$ cat src/rtl/center_derivative.sv
// Streaming central-difference estimator: y = x[n] - x[n-2] (optionally halved),
// registered with one cycle of latency and a two-sample warm-up after reset.
module center_derivative #(
    parameter int Nbits = 8,
    parameter bit HALF  = 1'b0
) (
    input  logic                    clk,
    input  logic                    rst,
    input  logic                    in_valid,
    input  logic [Nbits-1:0]        IN_center_der,
    output logic                    out_valid,
    output logic signed [Nbits:0]   out_center_der
);

    logic [Nbits-1:0]      x1, x2;
    logic [1:0]            fill;
    logic signed [Nbits:0] diff;
    logic signed [Nbits:0] res;

    // Zero-extended operands keep the difference inside Nbits+1 signed bits.
    assign diff = $signed({1'b0, IN_center_der}) - $signed({1'b0, x2});
    assign res  = HALF ? (diff >>> 1) : diff;

    always_ff @(posedge clk) begin
        if (rst) begin
            x1             <= '0;
            x2             <= '0;
            fill           <= '0;
            out_valid      <= 1'b0;
            out_center_der <= '0;
        end else begin
            out_valid <= 1'b0;
            if (in_valid) begin
                x2 <= x1;
                x1 <= IN_center_der;
                if (fill != 2'd2)
                    fill <= fill + 2'd1;
                // Result only once x2 holds a real sample; output holds otherwise.
                if (fill == 2'd2) begin
                    out_valid      <= 1'b1;
                    out_center_der <= res;
                end
            end
        end
    end

endmodule

$ cat config.mk
export PLATFORM = sky130hd
export DESIGN_NAME = center_derivative
export DESIGN_NICKNAME = d
export VERILOG_FILES = /design/src/rtl/center_derivative.sv
export SDC_FILE = /design/constraint.sdc
export NUM_CORES = 1
export LEC_CHECK = 0
export CAP_MARGIN = 15
export CORE_MARGIN = 1
export CORE_UTILIZATION = 59
export CTS_BUF_LIST = sky130_fd_sc_hd__clkbuf_8
export DETAILED_ROUTE_END_ITERATION = 8
export PLACE_DENSITY = 0.86
export RECOVER_POWER = 25
export SYNTH_ARGS = -nofsm -noshare
export SYNTH_HDL_FRONTEND = slang
export SYNTH_SLANG_ARGS = --single-unit
$ cat constraint.sdc
create_clock -name clk -period 4.6 [get_ports clk]
set_input_delay 0.69 -clock clk [delete_from_list [all_inputs] [get_ports clk]]
set_output_delay 0.69 -clock clk [all_outputs]
set_load 0.1 [all_outputs]
-- Yosys cells after proc, flatten, opt, wreduce, memory -nomap -nowiden
Index checks and enable logic that the tools add are counted.
Widths: inputs -> output; s select.
- $add $sub $neg: 2
- eq/ne operators: 2
- mux-type cells: 1
- bitwise gates (word level): 1
- reduce and logical (&&, ||, !) cells: 3
- operator list (cell ; number):
    $sub 8x8->9 ; 1
    $reduce_and 2->1 ; 2
    $add 2x1->2 const B ; 1
    $eq 2x2->1 const B ; 1
    $ne 2x2->1 const B ; 1
    $reduce_or 2->1 ; 1
    $mux 1 ; 1
    $not 1->1 ; 1
- bits in registers: 28
- input bits: 11
- output and inout port bits: 10
- logic and storage cells: 14

-- Logic depth before layout (Yosys ltp)
- depth in word-level cells: 2
- gate-level depth with buffers: 8
- depth with buffers taken out: 8

-- Worst setup path before layout
OpenSTA, ideal clock, no wires.
- kind: input to register
- start: input IN_center_der[0]
- end: register out_center_der[6]
- library setup time: 0.065 ns
- arrival: 2.146 ns
- required time: 4.535 ns
- setup slack: 2.389 ns
- cell stages on the path: 8
- buffers on the path: 0
- cells stage by stage: inv_1 -> ha_1 -> fa_1 -> nor2b_4 -> o31a_2 -> o21ai_1 -> or4_1 -> nand3_1
- word-level cells in the longest chain between the ends: 1
- RTL lines (what ; line ; text):
    from (decl) ; 10 ; input logic [Nbits-1:0] IN_center_der,
    $sub 8x8->9 ; 21 ; assign diff = $signed({1'b0, IN_center_der}) - $signed({1'b0, x2});
    to (signal assigned) ; 41 ; out_center_der <= res;
    to (decl) ; 12 ; output logic signed [Nbits:0] out_center_der
Every way passes these cells.
A chain may end at the register's enable or synchronous reset.

-- Worst setup path after layout
- start: input in_valid
- end: register out_center_der[6]
- word-level cells in the longest chain between the ends: 1
- RTL lines (what ; line ; text):
    from (decl) ; 9 ; input logic in_valid,
    $reduce_and 2->1 (no line) ; n/a ;
Every way passes these cells.

==> results.md <==
- DR pass1 iterations: 4
- Worst Hold Path Cells: 2
- Post-synth ARST share: 0%
- Startpoint Class: input port
- Post-DP HPWL: 1.80 mm
- Post-route ant nets: 0
- Largest net degree at the start of global routing: 35
- Worst skew pair latency: 0.28 ns
- Max Clk Rate: 0.300 GHz
- Via Count: 1,077
- Drt drc: 0
- Final Wtd Congestion: 0.748
- Post-synth cell types: 41
- Sequential area share after synthesis: 40.9%
- Worst R2R Setup Slack: 2.67 ns
- Clock Skews: 0.00391 ns
- Vias in the first global route: 1,014
- Total Routing Usage GR: 22.0%
- Main synth FF type: dfxtp_1
- Worst Path Arrival: 3.56 ns
- Max Cap Viol: 0
- Status: finished clean
- Antenna Cells: 0
- Clk buf depth: 2
- Post-route clock period utilization: 72.5%
- GRT Residual Overflow: 0
- VDD IR max: 0.000264 V
- Hold WC Path Type: flip-flop to flip-flop
- Root Buffer: clkbuf_8
- Reg2Reg Launch Point: x2[0]
- Post-Syn Instances: 145
- Final setup TNS: 0 ns
- H-tree Lvls: 1
- Post-synth EDFFs: 0
- Area delta synth->final: 21.3%
- # hold bufs at CTS: 0
- Die area: 2520 sq um
- WL final: 2.52 mm
- Initial Utilization: 62.5%
- Post-CTS Setup Bufs: 0
- Final min period: 3.34 ns
- CP startpoint: in_valid
- Number of synthesized register bits: 28
- CTS tree: built
- Syn Std Cell Area: 1370 sq um
- Final core occ: 75.8%
- Hold slack final: 0.474 ns
- 1st-iter DRT viols: 27
- Vias per cell: 5.61
- # rows: 17
- RR Endpoint: out_center_der[6]
- Clock sink total: 28
- IO buf count: 20
- Die width: 50.2 um
- Initial antenna violation count: 0
- Synth Area per Inst: 9.45 sq um
- Worst R2R Path Depth: 7
- Setup violations, final: 0
- I/O Pins: 21
- RSZ-0062 raised after global routing: no
- LEAKAGE: 0.700 nW
- Mapped Nets: 166
- Share of layout cells above drive strength 1: 6.10%
- Hold path startpoint: out_center_der[3]
- CORE AREA: 2190 sq um
- WS Path Type: input port to flip-flop
- Worst-margin pin slew: 1.17 ns
- Worst hold path endpoint: out_center_der[3]
- # nets final: 186
- Peak fanout along the critical path: 22
- Fin. max-slew vios: 0
- Slew HR: 22.0%
- Num CTS Buffers: 3
- DR WL/cell: 13.1 um
- Die Span Y: 50.2 um
- Critical Path Sink Type: flip-flop
- Yosys warns: 0
- Final Hold Fails: 0
- First-pass GRT wire length: 4.26 mm
- Critical path data required time: 4.82 ns
- Worst-path clk slew: 0.10 ns
- Pwr dens: 350 nW/um^2
- Post-CTS sizing: 0
==> synthesized netlist by cell type, drive strengths merged (2+ instances only) <==
library cell | instances | area, sq um
nor4b | 2 | 17.5
nand2 | 4 | 15.0
a31oi | 2 | 12.5
a211oi | 3 | 22.5
nor4 | 2 | 12.5
buf | 5 | 28.8
nand3 | 2 | 10.0
ha | 9 | 113
a21oi | 7 | 38.8
nor2 | 27 | 101
mux2i | 16 | 160
dfxtp | 28 | 561
a21o | 2 | 15.0
inv | 11 | 41.3
o21ai | 3 | 18.8
clkbuf | 2 | 17.5
nor2b | 3 | 26.3
==> registers in the layout, indices dropped and copies added (netlist names) <==
register / flops
fill: 2
out_center_der: 9
out_valid: 1
x1: 8
x2: 8
==> how the worst max path moves through the flow <==
stage | to | depth (start not counted)
finish | out_center_der[6] | 5
global route | out_center_der[6] | 5
CTS | out_center_der[6] | 9
detailed placement | out_center_der[6] | 9
global placement | out_center_der[6] | 9
floorplan | out_center_der[6] | 8
==> metrics by stage <==
stage	area, sq um	total power [mW]	setup slack (ns)	instances
final	1660	0.582	1.26	192
after detailed placement	1570	0.390	1.78	187
after global placement	1570	0.386	1.85	187
after global routing	1660	0.603	1.01	192
after floorplan	1370	0.361	2.39	145
after CTS	1640	0.580	2.06	191
==> cell type report <==
cell class / instances / area, sq um
Timing Repair Buffer: 22 / 231
Sequential cell: 28 / 561
Inverter: 11 / 41.3
Tap cell: 28 / 35.0
Clock inverter: 1 / 30.0
Clock buffer: 3 / 41.3
Multi-Input combinational cell: 99 / 722
Fill cell: 158 / 529
==> layer usage <==
layer | vias up | global-route usage (%) | routed length, um
li1 | 542 | - | -
met1 | 511 | 24.3 | 1120
met2 | 19 | 40.7 | 1270
met3 | 5 | 4.24 | 90
met4 | 0 | 8.57 | 38
met5 | - | 0 | 0
==> worst max-delay path, cell delays in order <==
cell and delay (ns):
dlygate4sd3_1 0.52, clkbuf_1 0.86, nand2_1 0.74, or4_1 0.66
nand3_1 0.09
==> cells by family (layout without fill, tap and decap cells) <==
group                    after synthesis  after routing  share of synthesized area [%]
flip-flops                            28             28                           40.9
buffers and inverters                 18             37                           6.39
AO/OA/AOI/OAI                         25             25                           13.1
multiplexers                          16             16                           11.7
adder cells (fa/ha/maj)               10             10                           9.68
AND/OR/NAND/NOR                       46             46                           17.0
XOR/XNOR                               2              2                           1.28
==> where the power goes <==
group	total (mW)	switching [mW]	internal, mW
clock	0.195	0.0779	0.117
sequential	0.263	0.00730	0.256
combinational	0.125	0.0770	0.0477
==> cell usage in the layout (no fill, tap or decap), types with 2 or more instances in the layout <==
| cell type | count |
|---|---|
| a21oi_1 | 6 |
| a31oi_1 | 2 |
| inv_1 | 11 |
| nor4b_1 | 2 |
| dfxtp_1 | 28 |
| nor2_1 | 27 |
| ha_1 | 9 |
| a211oi_1 | 3 |
| a21o_1 | 2 |
| mux2i_1 | 16 |
| nor2b_1 | 2 |
| clkbuf_8 | 3 |
| nand3_1 | 2 |
| nor4_1 | 2 |
| clkdlybuf4s50_1 | 19 |
| nand2_1 | 4 |
No activity file was read; power rests on OpenSTA's default activity.
